$ cat src/rtl/fir_phase_sched.sv
// Polyphase FIR scheduler: sequences sample/coefficient addresses for I/D resampling.
// Define FIRSCHED_STATS_EN to build the out_cnt/ovf statistics; otherwise they read 0.
module fir_phase_sched #(
  parameter int NTAP = 8,
  parameter int AW   = 10
) (
  input  logic                    clk,
  input  logic                    r,
  input  logic                    start,
  input  logic                    stop,
  input  logic                    mode,
  input  logic                    in_valid,
  output logic                    in_ready,
  input  logic                    out_ready,
  output logic [AW-1:0]           samp_addr,
  output logic [$clog2(NTAP)+1:0] coef_addr,
  output logic                    mac_clr,
  output logic                    mac_en,
  output logic                    out_valid,
  output logic [1:0]              phase,
  output logic                    busy,
  output logic [15:0]             out_cnt,
  output logic                    ovf
);
  localparam int KW = $clog2(NTAP);

  typedef enum logic [1:0] {S_IDLE, S_WAIT, S_MAC, S_EMIT} state_t;

  state_t          state_q;
  logic [KW-1:0]   k_q;
  logic            mode_q;
  logic            stop_pend_q;
  logic [1:0]      phase_q;
  logic [AW-1:0]   base_q;
  logic [AW:0]     level_q;
  logic            in_ready_q;
  logic            mac_en_q;
  logic            mac_clr_q;
  logic            out_valid_q;
  logic            busy_q;
  logic [AW-1:0]   samp_addr_q;
  logic [KW+1:0]   coef_addr_q;

  logic            wr_s;
  logic            hs_s;
  logic [2:0]      sum_s;
  logic [2:0]      step_s;
  logic [2:0]      diff_s;
  logic [1:0]      adv_s;
  logic [1:0]      phase_d;
  logic [AW:0]     level_d;
  logic [KW-1:0]   k_d;
  logic [AW-1:0]   samp_d;
  logic [KW+1:0]   coef_d;

  // Phase advance (phase + D split into retire count and new phase), fill level, next tap addresses.
  always_comb begin
    wr_s   = in_valid & in_ready_q;
    hs_s   = out_valid_q & out_ready;
    sum_s  = {1'b0, phase_q} + (mode_q ? 3'd4 : 3'd3);
    adv_s  = 2'd0;
    step_s = 3'd0;
    if (hs_s) begin
      if (mode_q) begin
        if (sum_s >= 3'd6) begin
          adv_s  = 2'd2;
          step_s = 3'd6;
        end else if (sum_s >= 3'd3) begin
          adv_s  = 2'd1;
          step_s = 3'd3;
        end else begin
          adv_s  = 2'd0;
          step_s = 3'd0;
        end
      end else if (sum_s >= 3'd4) begin
        adv_s  = 2'd1;
        step_s = 3'd4;
      end else begin
        adv_s  = 2'd0;
        step_s = 3'd0;
      end
    end else begin
      adv_s  = 2'd0;
      step_s = 3'd0;
    end
    diff_s  = sum_s - step_s;
    phase_d = diff_s[1:0];
    level_d = level_q + {{AW{1'b0}}, wr_s} - {{(AW-1){1'b0}}, adv_s};
    k_d     = (state_q == S_MAC) ? (k_q + KW'(1)) : '0;
    samp_d  = base_q + AW'(NTAP - 1) - AW'(k_d);
    coef_d  = {phase_q, k_d};
  end

  // Control FSM with registered outputs.
  always_ff @(posedge clk) begin
    if (r) begin
      state_q     <= S_IDLE;
      k_q         <= '0;
      mode_q      <= 1'b0;
      stop_pend_q <= 1'b0;
      phase_q     <= 2'd0;
      base_q      <= '0;
      level_q     <= '0;
      in_ready_q  <= 1'b1;
      mac_en_q    <= 1'b0;
      mac_clr_q   <= 1'b0;
      out_valid_q <= 1'b0;
      busy_q      <= 1'b0;
      samp_addr_q <= '0;
      coef_addr_q <= '0;
    end else begin
      level_q     <= level_d;
      in_ready_q  <= ~level_d[AW];
      mac_en_q    <= 1'b0;
      mac_clr_q   <= 1'b0;
      samp_addr_q <= '0;
      coef_addr_q <= '0;
      case (state_q)
        S_IDLE: begin
          if (start) begin
            state_q     <= S_WAIT;
            mode_q      <= mode;
            phase_q     <= 2'd0;
            k_q         <= '0;
            stop_pend_q <= 1'b0;
            busy_q      <= 1'b1;
          end
        end
        S_WAIT: begin
          if (stop) begin
            state_q <= S_IDLE;
            phase_q <= 2'd0;
            busy_q  <= 1'b0;
          end else if (level_q >= (AW+1)'(NTAP)) begin
            state_q     <= S_MAC;
            k_q         <= '0;
            mac_en_q    <= 1'b1;
            mac_clr_q   <= 1'b1;
            samp_addr_q <= samp_d;
            coef_addr_q <= coef_d;
          end
        end
        S_MAC: begin
          if (stop) stop_pend_q <= 1'b1;
          if (k_q == KW'(NTAP - 1)) begin
            state_q     <= S_EMIT;
            out_valid_q <= 1'b1;
          end else begin
            k_q         <= k_d;
            mac_en_q    <= 1'b1;
            samp_addr_q <= samp_d;
            coef_addr_q <= coef_d;
          end
        end
        S_EMIT: begin
          if (hs_s) begin
            out_valid_q <= 1'b0;
            base_q      <= base_q + AW'(adv_s);
            // A stop arriving on the handshake cycle still ends the run here.
            if (stop_pend_q | stop) begin
              state_q     <= S_IDLE;
              phase_q     <= 2'd0;
              stop_pend_q <= 1'b0;
              busy_q      <= 1'b0;
            end else begin
              state_q <= S_WAIT;
              phase_q <= phase_d;
            end
          end else if (stop) begin
            stop_pend_q <= 1'b1;
          end
        end
        default: begin
          state_q <= S_IDLE;
          busy_q  <= 1'b0;
        end
      endcase
    end
  end

`ifdef FIRSCHED_STATS_EN
  logic [15:0] out_cnt_q;
  logic        ovf_q;

  // Delivered-output counter and sticky overflow flag.
  always_ff @(posedge clk) begin
    if (r) begin
      out_cnt_q <= 16'd0;
      ovf_q     <= 1'b0;
    end else begin
      if (hs_s) out_cnt_q <= out_cnt_q + 16'd1;
      if (in_valid & ~in_ready_q) ovf_q <= 1'b1;
    end
  end

  assign out_cnt = out_cnt_q;
  assign ovf     = ovf_q;
`else
  assign out_cnt = 16'd0;
  assign ovf     = 1'b0;
`endif

  assign in_ready  = in_ready_q;
  assign samp_addr = samp_addr_q;
  assign coef_addr = coef_addr_q;
  assign mac_clr   = mac_clr_q;
  assign mac_en    = mac_en_q;
  assign out_valid = out_valid_q;
  assign phase     = phase_q;
  assign busy      = busy_q;

endmodule

$ cat config.mk
export PLATFORM = sky130hd
export DESIGN_NAME = fir_phase_sched
export DESIGN_NICKNAME = d
export VERILOG_FILES = /design/src/rtl/fir_phase_sched.sv
export SDC_FILE = /design/constraint.sdc
export NUM_CORES = 1
export LEC_CHECK = 0
export ABC_AREA = 1
export ABC_CLOCK_PERIOD_IN_PS = 4950
export CORE_ASPECT_RATIO = 1.5
export CORE_MARGIN = 5
export CORE_UTILIZATION = 30
export DETAILED_ROUTE_END_ITERATION = 6
export PLACE_DENSITY_LB_ADDON = 0.05
export SLEW_MARGIN = 20
export SYNTH_ARGS = -nofsm -noshare
export SYNTH_HDL_FRONTEND = slang
export SYNTH_SLANG_ARGS = --single-unit
export TNS_END_PERCENT = 10
$ cat constraint.sdc
create_clock -name clk -period 4.95 [get_ports clk]
set_clock_uncertainty 0.1 [all_clocks]
set_input_delay 1.2375 -clock clk [delete_from_list [all_inputs] [get_ports clk]]
set_output_delay 1.2375 -clock clk [all_outputs]
set_load 0.02 [all_outputs]
[Word-level counts from Yosys, hierarchy flattened]
Cells that the tools add are included.
Word-level totals
  flip-flop bits (word level): 50
  output and inout port bits: 39
  logic and storage cells: 111
Operators by class
  $add $sub $neg: 8
  order comparisons: 4
  eq/ne operators: 14
  muxes and demuxes: 52
  bitwise gates (word level): 5
  reduce and logical (&&, ||, !) cells: 14
Operators by type and width (number)
  2-bit two-way mux: 16
  10-bit two-way mux: 3
  10-bit case mux with 2 select lines: 1
  3-bit two-way mux: 6
  1-bit two-way mux: 15
  5-bit two-way mux: 3
  2-bit != test (second input constant): 7
  11-bit by 1-bit adder with 11-bit output: 1
  11-bit by 4-bit greater-or-equal comparator with 1-bit output (second input constant): 1
  11-bit by 2-bit subtractor with 11-bit output: 1
  10-bit by 2-bit adder with 10-bit output: 1
  10-bit by 3-bit adder with 10-bit output (second input constant): 1
  5-bit case mux with 2 select lines: 1
  5-bit AND reduction: 2
  10-bit by 3-bit subtractor with 10-bit output: 1
  3-bit case mux with 3 select lines: 1
  3-bit nonzero test: 3
  2-bit case mux with 4 select lines: 1
  4-bit AND reduction: 2
  3-bit greater-or-equal comparator (second input constant): 2
  3-bit != test (second input constant): 2
  1-bit case mux with 3 select lines: 2
  2-bit case mux with 3 select lines: 1
  3-bit AND reduction: 2
  other kinds (16): 21

[Longest topological paths before layout]
  word-level depth: 11
  depth in mapped cells: 21
  mapped depth without buffers: 21

[Worst setup path after synthesis]
No wires, ideal clock.
  path type: input to register
  start point: input port out_ready
  end point: register level_q[8]
  setup time: 115 ps
  data arrival time: 2915 ps
  path slack: 1820 ps
  stages: 13
  buffers on the path: 0
  cell sequence: nand2_2 inv_2 nand3_1 inv_1 ha_1 inv_1 ha_1 inv_1 fa_1 o21bai_1 nand2_1 a21oi_1 nor2_1
On the way
  word-level cells in the longest chain between the ends: 3
Ends and longest elaborated chain
  from (decl): line 14  | input logic out_ready,
  1-bit bitwise AND: line 59  | hs_s = out_valid_q & out_ready;
  2-bit two-way mux: line 63  | if (hs_s) begin
  11-bit by 2-bit subtractor with 11-bit output: line 88  | level_d = level_q + {{AW{1'b0}}, wr_s} - {{(AW-1){1'b0}}, adv_s};
  to (signal assigned): line 112  | level_q <= level_d;
  to (decl): line 35  | logic [AW:0] level_q;
No other way between the ends.
A chain may end at the register's enable or synchronous reset.

[Worst setup path after layout]
Same ends and word-level chain as after synthesis.

==> summary.md <==
| Metric | Value |
|---|---|
| Synth area leader | dfxtp_1 |
| Synth Register Bits | 50 |
| Reg area | 1000 sq um |
| Reg clk slew, reported paths | ~70 ps |
| # setup viols final | 0 |
| Reg2reg end | level_q[8]$_SDFF_PP0_ |
| Combinational Power Share | 50.3% |
| Sw Pwr | between 0.8 and 0.9 mW |
| Fillers | about 1200 |
| Avg Inst Size Synth | about 7.4 sq um |
| Fin. max-slew vios | 0 |
| Row count | 48 |
| Prevailing post-synth register cell | dfxtp_1 |
| RSZ-0062 raised after global routing | no |
| Clock power share | 23.3% |
| Number of enable flip-flop cells after synthesis | 0 |
| Vias in the first global route | 2866 |
| Crit-path cells | clkdlybuf4s50_1 > nand2_2 > inv_2 > nand3_1 > inv_1 > ha_1 > inv_1 > ha_1 > inv_1 > fa_1 > o21bai_1 > nand2_1 > a21oi_1 > nor2_1 |
| Setup bufs post-CTS | 0 |
| Int Power | about 1.1 mW |
| Layout area overhead | 16.6% |
| CTS H-Tree Depth | 2 |
| Top Ports | 46 |
| Max-Cap Viols | 0 |
| Wire length per cell | 12.4 um |
| Post-synth top area share | 28.9% |
| CTS buffer count | 5 |
| Reg2Reg Setup Slack | 1520 ps |
| Hold Buf Count CTS | 0 |
| Syn Inst Count | 467 |
| PortBufs | 28 |
| Gr usage total | 12.4% |
| 1st-iter DRT viols | between 60 and 70 |
| Max stage delay cell, worst path | clkdlybuf4s50_1 |
| Core region area | 11400 sq um |
| Die width | 97.7 um |
| PwrDens | 493 nW/um^2 |
| Multi-input combinational cell area | 2070 sq um |
| Max Root-Sink Buffers | 2 |
| Final WL | 8050 um |
| Period utilization | 73.0% |
| Critical path buffers and inverters | 5 |
| Final ANT Viol Nets | 0 |
| Crit-path max cell delay | 510 ps |
| Crit path DAT | between 3000 and 4000 ps |
| Crit-path leading delay family | adder cells |
| CTS tree | done |
| End of the critical path | level_q[8]$_SDFF_PP0_ |
| DIE HEIGHT | 142 um |
| Launch point of the critical path | out_ready |
| Commonest non-fill, non-tap cell in the layout | nand2_1 |
| Die Area | 13800 sq um |
| Worst r2r src | mode_q$_SDFFE_PP0P_ |
| Clock Sinks | 50 |
| Worst path depth | 14 |
| DRC | 0 |
| Slew headroom | 51.6% |
| Max FO, Critical Path | 4 |
| Switching Fraction | roughly 43% |
| Max VDD drop | between 0.0002 and 0.00025 V |
| HP Class | reg2reg |
| Reg2Reg Depth | 18 |
| Fin. Hold Viols | 0 |
| Clock Latency Late Sink | 290 ps |
| Fin nets | 558 |
| Proportion of layout cells with a drive suffix above 1 | 8.42% |
| Cell mode on critical path | inv_1 |
| Top post-synthesis cells by area | dfxtp_1 29%, ha_1 18%, nand2_1 8.7% |
| Routed vias | 2789 |
| Cts repair resizes | 0 |
| Run status | finished clean |
| Final setup TNS | 0 ps |
| Crit end category | flop |
| Post-synthesis async set-or-reset flop share | 0% |
| Starting density of the core | 30.4% |
| HPWL Detailed | 6600 um |
| Post-synth cell types | 40 |
| Fmax | 277 MHz |
| Finished Cell Area | 4040 sq um |
| Largest net degree at the start of global routing | 20 |
| Hold wc startpoint | busy$_SDFFE_PP0P_ |
| Commonest non-fill, non-tap cells in the layout | 80 x nand2_1, 72 x inv_1, 58 x nor2_1 |
| Global-route wire length before repair | 13900 um |
| Crit Path Class | in2reg |
| Ys Warns | 0 |
| Cell Area, Synth | between 3000 and 4000 sq um |
| Share of power burned in registers | 26.4% |
| Router iterations before antenna repair | 4 |
| Root Buffer | clkbuf_16 |
| Placed cell areas | 3840 sq um |
| GRT overflow | 0 |
| Worst setup SP type | primary input |
| Initial antenna violation count | 0 |
| Min Tclk post-route | 3610 ps |
| Req. time, crit path | 5040 ps |
| Worst-margin pin slew | roughly 730 ps |
| Seq/Total Area, Yosys | about 29% |
| Ant diodes | 0 |
| Via density | 4.30 |
| Final Wtd Congestion | between 0.8 and 0.9 |
| Leak pwr | 1.98 nW |
[power groups by stage]
| stage | Clock [mW] | Combinational, mW | Sequential [mW] |
|---|---|---|---|
| 2_1_floorplan | 0 | 0.746 | 0.542 |
| 3_3_place_gp | 0 | 1.02 | 0.536 |
| 3_5_place_dp | 0 | 1.01 | 0.536 |
| 4_1_cts | 0.485 | 1.02 | 0.527 |
| 5_1_grt | 0.501 | 1.16 | 0.535 |
| 6_report | 0.463 | 1.00 | 0.526 |
[synthesized netlist by cell type, types with 2 or more instances]
cell      instances
inv_2             4
o21ai_0          13
nand4_1           3
a31oi_1           4
nor3_1            4
a21o_1            2
nor2_1           58
nor2_4            4
o21bai_1          3
a21oi_2           2
nand3_1          27
nand2_2           5
nand3b_1          3
nand2_4           2
xnor2_1           2
nor2_2           12
xor2_1            7
ha_1             49
dfxtp_1          50
inv_1            72
nand2_1          80
a21oi_1          23
buf_6             2
fa_1              4
buf_4            17
[how the worst min path moves through the flow]
stage	to	depth (start not counted)	slack, ps
floorplan	k_q[1]$_SDFFE_PP0P_	2	360
global placement	busy$_SDFFE_PP0P_	2	370
detailed placement	phase[1]$_SDFFE_PP0P_	2	380
CTS	phase[1]$_SDFFE_PP0P_	2	390
global route	coef_addr[3]$_SDFF_PP0_	2	420
finish	busy$_SDFFE_PP0P_	2	390
[tightest hold or removal path, stage by stage (launching register included)]
cell	delay, ps
dfxtp_1	310
o21ai_0	70
a21oi_1	60
[flip-flops by register name, summed over array words and instances (netlist names), 2 cells and up, named ones only]
name / flops
level_q: 11
base_q: 10
samp_addr: 10
coef_addr: 5
k_q: 3
phase: 2
[final cells by class]
class	instances	share of cell area [%]
flip-flops and latches	50	24.8
inverters	77	7.16
well taps	150	4.65
clock buffers	6	3.44
multi-input cells	335	51.4
repair buffers	29	7.13
clock inverters	2	1.49
[metal layers]
| metal | vias to the layer above | part of all wire (%) | track usage (%) |
|---|---|---|---|
| li1 | 1495 | - | - |
| met1 | 1239 | 41 | 13.2 |
| met2 | 41 | 53 | 24.1 |
| met3 | 14 | 2.8 | 1.87 |
| met4 | 0 | 3.2 | 5.11 |
| met5 | - | 0 | 0 |
[per-stage QoR]
step | utilization (%) | cells | total power, mW | hold slack [ps] | setup WS, ps
final | 35.4 | 649 | 1.99 | 385 | 1340
after detailed placement | 33.7 | 641 | 1.55 | 375 | 1050
after global placement | 33.7 | 641 | 1.55 | 368 | 1130
after CTS | 35.4 | 649 | 2.03 | 389 | 1340
after global routing | 35.4 | 649 | 2.20 | 424 | 1140
after floorplan | - | 483 | 1.29 | 356 | 1820
[kinds of logic (layout without fill, tap and decap cells)]
family,count (synthesis),in the layout,share of synthesized area (%)
AOI/OAI and AO/OA,51,51,8.35
xor gates and xnor gates,9,9,2.28
buffers and inverters,98,114,12.9
other,1,17,0.108
and+or+nand+nor,205,205,27.4
DFF,50,50,28.9
adders and majority gates,53,53,20.0
Note: power is estimated with default switching activity, not from simulation.
